$ cat src/rtl/comparator_wide_sequencer_if.sv
// Requester handshake plus shared comparator-slice bus for comparator_wide_sequencer.
// The sequencer takes the slave side; the requester/slice environment takes the master side.
interface comparator_wide_sequencer_if #(
  parameter int WORD_WIDTH = 16,
  parameter int NUM_WORDS  = 4,
  parameter int CNT_W      = $clog2(NUM_WORDS + 1)
);
  logic                            Start_In;
  logic [WORD_WIDTH*NUM_WORDS-1:0] Data_A_In;
  logic [WORD_WIDTH*NUM_WORDS-1:0] Data_B_In;
  logic                            Busy_Out;
  logic                            Done_Out;
  logic                            A_gt_B_Out;
  logic                            A_eq_B_Out;
  logic                            A_lt_B_Out;
  logic                            Error_Out;
  logic [CNT_W-1:0]                Compare_Count_Out;
  logic                            Cmp_Enable_Out;
  logic [WORD_WIDTH-1:0]           Cmp_Data_A_Out;
  logic [WORD_WIDTH-1:0]           Cmp_Data_B_Out;
  logic                            Cmp_A_gt_B_In;
  logic                            Cmp_A_eq_B_In;
  logic                            Cmp_A_lt_B_In;

  modport slave (
    input  Start_In, Data_A_In, Data_B_In,
    input  Cmp_A_gt_B_In, Cmp_A_eq_B_In, Cmp_A_lt_B_In,
    output Busy_Out, Done_Out, A_gt_B_Out, A_eq_B_Out, A_lt_B_Out,
    output Error_Out, Compare_Count_Out,
    output Cmp_Enable_Out, Cmp_Data_A_Out, Cmp_Data_B_Out
  );

  modport master (
    output Start_In, Data_A_In, Data_B_In,
    output Cmp_A_gt_B_In, Cmp_A_eq_B_In, Cmp_A_lt_B_In,
    input  Busy_Out, Done_Out, A_gt_B_Out, A_eq_B_Out, A_lt_B_Out,
    input  Error_Out, Compare_Count_Out,
    input  Cmp_Enable_Out, Cmp_Data_A_Out, Cmp_Data_B_Out
  );
endinterface

$ cat src/rtl/comparator_wide_sequencer.sv
// Wide unsigned magnitude compare through one shared external word slice,
// walking most-significant word first and stopping at the first unequal word.
module comparator_wide_sequencer #(
  parameter int WORD_WIDTH = 16,
  parameter int NUM_WORDS  = 4,
  parameter int CNT_W      = $clog2(NUM_WORDS + 1)
) (
  input logic                        Clk_In,
  input logic                        Reset_n_In,
  comparator_wide_sequencer_if.slave bus
);
  localparam int IDX_W = (NUM_WORDS > 1) ? $clog2(NUM_WORDS) : 1;

  typedef enum logic [1:0] {IDLE, COMPARE, DONE} state_t;
  typedef enum logic [1:0] {CLS_GT, CLS_LT, CLS_EQ, CLS_ERR} cls_t;

  // Anything that is not strictly one-hot (000, 111, X, Z, ...) is an error.
  function automatic cls_t classify(input logic [2:0] flags);
    case (flags)
      3'b100:  classify = CLS_GT;
      3'b001:  classify = CLS_LT;
      3'b010:  classify = CLS_EQ;
      default: classify = CLS_ERR;
    endcase
  endfunction

  state_t                                state, state_nxt;
  logic [NUM_WORDS-1:0][WORD_WIDTH-1:0] shadow_a, shadow_b;
  logic [IDX_W-1:0]                      idx;
  logic [CNT_W-1:0]                      cnt;
  logic                                  res_gt, res_eq, res_lt, res_err;
  cls_t                                  cls;
  logic                                  last_word;

  assign cls       = classify({bus.Cmp_A_gt_B_In, bus.Cmp_A_eq_B_In, bus.Cmp_A_lt_B_In});
  assign last_word = (idx == '0);

  always_ff @(posedge Clk_In) begin
    if (!Reset_n_In) state <= IDLE;
    else             state <= state_nxt;
  end

  always_comb begin
    state_nxt = state;
    case (state)
      IDLE:    if (bus.Start_In) state_nxt = COMPARE;
      COMPARE: begin
        if (cls != CLS_EQ || last_word) state_nxt = DONE;
      end
      DONE:    state_nxt = IDLE;
      default: state_nxt = IDLE;
    endcase
  end

  always_comb begin
    bus.Busy_Out       = (state != IDLE);
    bus.Done_Out       = (state == DONE);
    bus.Cmp_Enable_Out = (state == COMPARE);
    bus.Cmp_Data_A_Out = '0;
    bus.Cmp_Data_B_Out = '0;
    if (state == COMPARE) begin
      bus.Cmp_Data_A_Out = shadow_a[idx];
      bus.Cmp_Data_B_Out = shadow_b[idx];
    end
  end

  // Shadow operands, word walk and held result.
  always_ff @(posedge Clk_In) begin
    if (!Reset_n_In) begin
      shadow_a <= '0;
      shadow_b <= '0;
      idx      <= '0;
      cnt      <= '0;
      res_gt   <= 1'b0;
      res_eq   <= 1'b0;
      res_lt   <= 1'b0;
      res_err  <= 1'b0;
    end else begin
      case (state)
        IDLE: begin
          if (bus.Start_In) begin
            shadow_a <= bus.Data_A_In;
            shadow_b <= bus.Data_B_In;
            idx      <= IDX_W'(NUM_WORDS - 1);
            cnt      <= '0;
            res_gt   <= 1'b0;
            res_eq   <= 1'b0;
            res_lt   <= 1'b0;
            res_err  <= 1'b0;
          end
        end
        COMPARE: begin
          cnt <= cnt + CNT_W'(1);
          case (cls)
            CLS_GT:  res_gt <= 1'b1;
            CLS_LT:  res_lt <= 1'b1;
            CLS_EQ: begin
              if (last_word) res_eq <= 1'b1;
              else           idx    <= idx - IDX_W'(1);
            end
            default: res_err <= 1'b1;
          endcase
        end
        default: ;
      endcase
    end
  end

  assign bus.A_gt_B_Out        = res_gt;
  assign bus.A_eq_B_Out        = res_eq;
  assign bus.A_lt_B_Out        = res_lt;
  assign bus.Error_Out         = res_err;
  assign bus.Compare_Count_Out = cnt;
endmodule

$ cat src/flat_wrapper.sv
// flat-port wrapper written by rule: the top's interface ports become plain ports
module comparator_wide_sequencer_flat 
#(
  parameter int WORD_WIDTH = 16,
  parameter int NUM_WORDS  = 4,
  parameter int CNT_W      = $clog2(NUM_WORDS + 1)
)
  (Clk_In, Reset_n_In, bus_Start_In, bus_Data_A_In, bus_Data_B_In, bus_Cmp_A_gt_B_In, bus_Cmp_A_eq_B_In, bus_Cmp_A_lt_B_In, bus_Busy_Out, bus_Done_Out, bus_A_gt_B_Out, bus_A_eq_B_Out, bus_A_lt_B_Out, bus_Error_Out, bus_Compare_Count_Out, bus_Cmp_Enable_Out, bus_Cmp_Data_A_Out, bus_Cmp_Data_B_Out);
  comparator_wide_sequencer_if #(.WORD_WIDTH(WORD_WIDTH), .NUM_WORDS(NUM_WORDS), .CNT_W(CNT_W)) bus_i ();
  input logic Clk_In;
  input logic Reset_n_In;
  input wire logic [$bits(bus_i.Start_In)-1:0] bus_Start_In;
  input wire logic [$bits(bus_i.Data_A_In)-1:0] bus_Data_A_In;
  input wire logic [$bits(bus_i.Data_B_In)-1:0] bus_Data_B_In;
  input wire logic [$bits(bus_i.Cmp_A_gt_B_In)-1:0] bus_Cmp_A_gt_B_In;
  input wire logic [$bits(bus_i.Cmp_A_eq_B_In)-1:0] bus_Cmp_A_eq_B_In;
  input wire logic [$bits(bus_i.Cmp_A_lt_B_In)-1:0] bus_Cmp_A_lt_B_In;
  output wire logic [$bits(bus_i.Busy_Out)-1:0] bus_Busy_Out;
  output wire logic [$bits(bus_i.Done_Out)-1:0] bus_Done_Out;
  output wire logic [$bits(bus_i.A_gt_B_Out)-1:0] bus_A_gt_B_Out;
  output wire logic [$bits(bus_i.A_eq_B_Out)-1:0] bus_A_eq_B_Out;
  output wire logic [$bits(bus_i.A_lt_B_Out)-1:0] bus_A_lt_B_Out;
  output wire logic [$bits(bus_i.Error_Out)-1:0] bus_Error_Out;
  output wire logic [$bits(bus_i.Compare_Count_Out)-1:0] bus_Compare_Count_Out;
  output wire logic [$bits(bus_i.Cmp_Enable_Out)-1:0] bus_Cmp_Enable_Out;
  output wire logic [$bits(bus_i.Cmp_Data_A_Out)-1:0] bus_Cmp_Data_A_Out;
  output wire logic [$bits(bus_i.Cmp_Data_B_Out)-1:0] bus_Cmp_Data_B_Out;
  assign bus_i.Start_In = bus_Start_In;
  assign bus_i.Data_A_In = bus_Data_A_In;
  assign bus_i.Data_B_In = bus_Data_B_In;
  assign bus_i.Cmp_A_gt_B_In = bus_Cmp_A_gt_B_In;
  assign bus_i.Cmp_A_eq_B_In = bus_Cmp_A_eq_B_In;
  assign bus_i.Cmp_A_lt_B_In = bus_Cmp_A_lt_B_In;
  assign bus_Busy_Out = bus_i.Busy_Out;
  assign bus_Done_Out = bus_i.Done_Out;
  assign bus_A_gt_B_Out = bus_i.A_gt_B_Out;
  assign bus_A_eq_B_Out = bus_i.A_eq_B_Out;
  assign bus_A_lt_B_Out = bus_i.A_lt_B_Out;
  assign bus_Error_Out = bus_i.Error_Out;
  assign bus_Compare_Count_Out = bus_i.Compare_Count_Out;
  assign bus_Cmp_Enable_Out = bus_i.Cmp_Enable_Out;
  assign bus_Cmp_Data_A_Out = bus_i.Cmp_Data_A_Out;
  assign bus_Cmp_Data_B_Out = bus_i.Cmp_Data_B_Out;
  comparator_wide_sequencer #(.WORD_WIDTH(WORD_WIDTH), .NUM_WORDS(NUM_WORDS), .CNT_W(CNT_W)) u_core (.Clk_In(Clk_In), .Reset_n_In(Reset_n_In), .bus(bus_i));
endmodule
$ cat config.mk
export PLATFORM = sky130hd
export DESIGN_NAME = comparator_wide_sequencer_flat
export DESIGN_NICKNAME = d
export VERILOG_FILES = /design/src/rtl/comparator_wide_sequencer_if.sv /design/src/rtl/comparator_wide_sequencer.sv /design/src/flat_wrapper.sv
export SDC_FILE = /design/constraint.sdc
export NUM_CORES = 1
export LEC_CHECK = 0
export ABC_AREA = 1
export ABC_CLOCK_PERIOD_IN_PS = 1840
export CAP_MARGIN = 20
export CORE_MARGIN = 2
export CORE_UTILIZATION = 44
export DETAILED_ROUTE_END_ITERATION = 12
export MAX_ROUTING_LAYER = met4
export PLACE_DENSITY_LB_ADDON = 0.3
export SLEW_MARGIN = 20
export SYNTH_ARGS = -nofsm -noshare
export SYNTH_HDL_FRONTEND = slang
export SYNTH_SLANG_ARGS = --single-unit
$ cat constraint.sdc
create_clock -name Clk_In -period 1.84 [get_ports Clk_In]
set_input_delay 0.368 -clock Clk_In [delete_from_list [all_inputs] [get_ports Clk_In]]
set_output_delay 0.368 -clock Clk_In [all_outputs]
set_load 0.01 [all_outputs]
# Yosys cells after proc, flatten, opt, wreduce, memory -nomap -nowiden
# Index checks and enable logic that the tools add are counted.
[op_classes]
n_addsub = 2
mul = 0
div_mod_pow = 0
order_cmp = 1
eq_ne = 16
shift = 0
mux = 26
n_bitwise = 0
n_reduce_logical = 15
[op_table]
columns = ["cell", "count"]
rows = [
  ["16-bit binary-select mux with 2-bit select", 2],
  ["16-bit 2-to-1 mux", 4],
  ["2-bit 2-to-1 mux", 5],
  ["2-bit by 1-bit inequality test with 1-bit output (second input constant)", 5],
  ["3-bit AND reduction", 3],
  ["2-bit inequality test (second input constant)", 4],
  ["1-bit one-hot mux with 2 select lines", 4],
  ["2-bit one-hot mux with 2 select lines", 2],
  ["4-bit AND reduction", 2],
  ["2-bit zero test", 3],
  ["1-bit 2-to-1 mux", 6],
  ["2-bit one-hot mux with 3 select lines", 1],
  ["3-bit one-hot mux with 2 select lines", 1],
  ["2-bit AND reduction", 3],
  ["2-bit by 1-bit == test with 1-bit output (second input constant)", 2],
  ["2-bit == test (second input constant)", 2],
  ["2-bit nonzero test", 2],
  ["3-bit by 1-bit adder with 3-bit output (second input constant)", 1],
  ["3-bit by 1-bit == test with 1-bit output (second input constant)", 1],
  ["3-bit by 2-bit == test with 1-bit output (second input constant)", 1],
  ["3-bit == test (second input constant)", 1],
  ["2-bit by 3-bit < comparator with 1-bit output (second input constant)", 1],
  ["3-bit 2-to-1 mux", 1],
  ["3-bit OR reduction", 1],
  ["other kinds (2)", 2],
]
[totals]
regBits = 139
latchBits = 0
ram_bits = 0
romBits = 0
input_bits = 134
out_inout_bits = 42
elab_cells = 75
n_memories = 0

# Depth between registers and ports, before layout
[depth]
word_depth = 6
mapped_depth = 10
depth_no_buf = 8

# Worst setup path after synthesis
# Ideal clock, no wire load.
[synth_timing]
kind = "reg2out"
start = "reg u_core.idx[0]"
end = "out bus_Cmp_Data_A_Out[11]"
arrival_time_ns = 1.078
t_required_ns = 1.472
setup_slack_ns = 0.394
stages_incl_launch_ff = 6
n_path_buf = 2
cell_sequence = "dfxtp_1 > inv_1 > buf_2 > buf_1 > o21ai_0 > a21oi_1"
[synth_between]
elab_chain_len = 3
[synth_lines]
columns = ["item", "line", "source"]
rows = [
  ["from (decl)", "comparator_wide_sequencer.sv:29", "logic [IDX_W-1:0] idx;"],
  ["from (signal assigned)", "comparator_wide_sequencer.sv:84", "idx <= IDX_W'(NUM_WORDS - 1);"],
  ["from (signal assigned)", "comparator_wide_sequencer.sv:99", "else idx <= idx - IDX_W'(1);"],
  ["16-bit binary-select mux with 2-bit select", "comparator_wide_sequencer.sv:62", "bus.Cmp_Data_A_Out = shadow_a[idx];"],
  ["16-bit 2-to-1 mux (implied by the code)", "comparator_wide_sequencer.sv:62", ""],
  ["16-bit 2-to-1 mux", "comparator_wide_sequencer.sv:61", "if (state == COMPARE) begin"],
  ["to (decl)", "flat_wrapper.sv:26", "output wire logic [$bits(bus_i.Cmp_Data_A_Out)-1:0] bus_Cmp_Data_A_Out;"],
]
# Every way passes these cells. The select of a mux whose other input is x is not followed.

# Worst setup path in the final report
[layout_timing]
start = "reg u_core.idx[0]"
end = "out bus_Cmp_Data_A_Out[12]"
# Same word-level chain as after synthesis.

==> metrics.txt <==
status=finished, violations left; failing checks=setup timing; initial core utilization=0.4519; Iter 0 DRT Violations=729; Mapped Avg Cell Area=6.906 µm²; final setup violation count=32; Post-DP HPWL=11590 µm; Die H=120.9 µm; CTS H-tree depth=4; Max Cap Violations=0; Area growth, synth to finish=46.36%; area of the multi-input gates=2894 µm²; worst skew pair latency=0.41 ns; clock network power share=0.390; Root Driver=clkbuf_16; largest net degree at the start of global routing=88; post-synthesis cell area=6008 µm²; Seq cells post-synth=139; P_int=0.006152 W; vias in the first global route=5974; fraction of final layout cells sized beyond drive strength 1=0.1349; placed cell area=7946 µm²; final worst path period share=1.125; CP required=1.47 ns; FILL cells=1170; switching power total=0.002244 W; n_diodes=0; RSZ-0062 raised after global routing=yes; # IOs=176; Max FO, Critical Path=7; number of flops mapped to enable cells by yosys=0; Nets=1176; Reg area=2788 µm²; worst-case clock buffer depth=2; Setup crit end kind=output pin; cts bufs inserted=17; Worst-Margin Slew=0.4032 ns; Crit path arrival time=1.70 ns; final wirelength=18710 µm; core area=13300 µm²; total track usage=0.2636; grt total ovfl=0; CP startpoint kind=flop; unique cell type count in the Yosys netlist=23; DRC=0; vias per cell=5.165; WL/cell=15.23 µm; Critical Path Slowest Stage Cell=dfxtp_4; Final Hold Fails=0; die area=14610 µm²; skew final=0.005949 ns; f_max=482.9 MHz; initial antenna violation count=0; synth warn=0; sequential area share after synthesis=0.4631; Core Rows=42; vias=6348; worst path cell trace=buf_12, buf_12, buf_16, nor2_1, nor2_1, o21ai_1, a21oi_1, buf_2; CTS tree=done; PwrDens=954.8 nW/µm²; minimum clock period=2.071 ns; Worst Setup Path Type=reg2out; CTS sink count=139; Cells after Synth=870; I/O Buffers=175; Hold-fix buffers, CTS=0; setup TNS=-4.519 ns; Switching Share=0.2672; Max VDD drop=0.6244 mV; fin. max-slew vios=0; Pre-antenna DRT Iters=5; Post-Layout Inst Area=8793 µm²; worst setup margin=-0.2308 ns; Mapped Nets=1006; Antenna Nets Post-Route=0; Leak=3.635 nW; Reg clk slew, reported paths=0.06 ns; delay of the slowest cell on the worst path=0.38 ns; Die Wd=120.9 µm; first-pass GRT wire length=29470 µm; Combinational Power Share=0.201; Seq pwr share=0.409; Post-synth ARST share=0; routability cong.=0.8664; Post-synth top flop=dfxtp_1; relative slew slack=0.7284; worst min path class=in2reg
## flip-flops by register name (all words and copies together), names as in the netlist
register / flops
u_core.bus.A_eq_B_Out: 1
u_core.bus.A_gt_B_Out: 1
u_core.bus.A_lt_B_Out: 1
u_core.bus.Compare_Count_Out: 3
u_core.bus.Error_Out: 1
u_core.idx: 2
u_core.shadow_a: 64
u_core.shadow_b: 64
u_core.state: 2
## cell families after synthesis
family / count (synthesis) / share of synthesized area
DFF: 139 / 0.4631
AOI/OAI and AO/OA: 234 / 0.1953
and+or+nand+nor: 418 / 0.2670
adders and majority gates: 2 / 0.004164
buffers and inverters: 77 / 0.07039
## path summary, 6_finish.rpt
check	start	end	slack, ns	cells after the start
worst max-delay path	u_core.idx[0]	bus_Cmp_Data_A_Out[12]	-0.23	8
worst min-delay path	Reset_n_In	u_core.idx[1]	0.45	4
worst max register to register	u_core.idx[0]	u_core.idx[1]	0.23	10
worst min register to register	u_core.bus.Error_Out	u_core.bus.Error_Out	0.47	2
## routing by layer
layer / global-route usage / vias to the layer above / wire length (µm)
met4: 0.09375 / 0 / 362
met5: - / - / 0
li1: - / 3165 / -
met3: 0.05874 / 30 / 1355
met1: 0.3415 / 2915 / 8309
met2: 0.4063 / 238 / 8686
## per-stage QoR
stage	util	worst slack (ns)	std cells	total power [W]	hold slack, ns
2_1_floorplan	-	0.3940	870	0.004288	0.4489
3_3_place_gp	0.5977	-0.1823	1179	0.004924	0.4513
3_5_place_dp	0.5977	-0.1873	1179	0.004947	0.4588
4_1_cts	0.6564	-0.2247	1229	0.008374	0.4502
5_1_grt	0.6614	-0.3379	1229	0.008786	0.4783
6_report	0.6614	-0.2308	1229	0.008396	0.4453
## synthesized netlist by cell type, drive strengths merged (2+ instances only)
master	number	area (µm²)
a21oi	38	190.2
buf	35	264.0
clkbuf	32	121.4
dfxtp	139	2783
ha	2	25.02
inv	10	37.54
nand2	12	47.55
nand3	7	47.55
nor2	396	1491
o21ai	195	975.9
## worst max-delay path: cells and delay by family, from the launching register on
| family | cells | cell delay (ns) |
|---|---|---|
| AO/OA/AOI/OAI | 2 | 0.24 |
| buffers and inverters | 4 | 0.56 |
| flip-flops | 1 | 0.38 |
| AND/OR/NAND/NOR | 2 | 0.12 |
## cell usage in the layout, fill, tap and decap left out, types with 4 or more instances in the layout
cell type        netlist  final
nor2_1               394    374
clkdlybuf4s50_1        0    139
dfxtp_1              139    137
o21ai_0              181    129
o21ai_1               14     63
a21oi_1               38     34
buf_2                 16     32
nor2_2                 2     19
clkbuf_16              0     18
buf_4                  4     16
buf_12                 0     15
nand2_1               11     11
clkinv_2               0      7
buf_16                 0      7
nand3_1                6      6
inv_1                  7      5
a21oi_2                0      4
clkbuf_1              31      4
buf_6                 13      4
## power by group through the flow
stage	clock network (W)	logic (W)	registers [W]
after detailed placement	0	0.00147	0.00348
after global routing	0.00345	0.00187	0.00346
after floorplan	0	0.000861	0.00343
after CTS	0.00331	0.00164	0.00342
final	0.00327	0.00169	0.00344
after global placement	0	0.00145	0.00347
## what timing repair did
action                     CTS  global route
buffers inserted            10             2
pin swaps                   15            31
gates cloned                 8             1
gates resized for setup    196            39
hold endpoints to repair     0             0
setup endpoints to repair   35            32
## area by class of cell
class                      instances  share of cell area
clock inverter                     9             0.01081
tap                              176             0.02504
multi-input combinational        654              0.3291
sequential                       139              0.3170
timing repair buffer             218              0.2588
clock buffer                      23             0.05322
inverter                          10            0.005976
(Power assumes the default switching activity.)
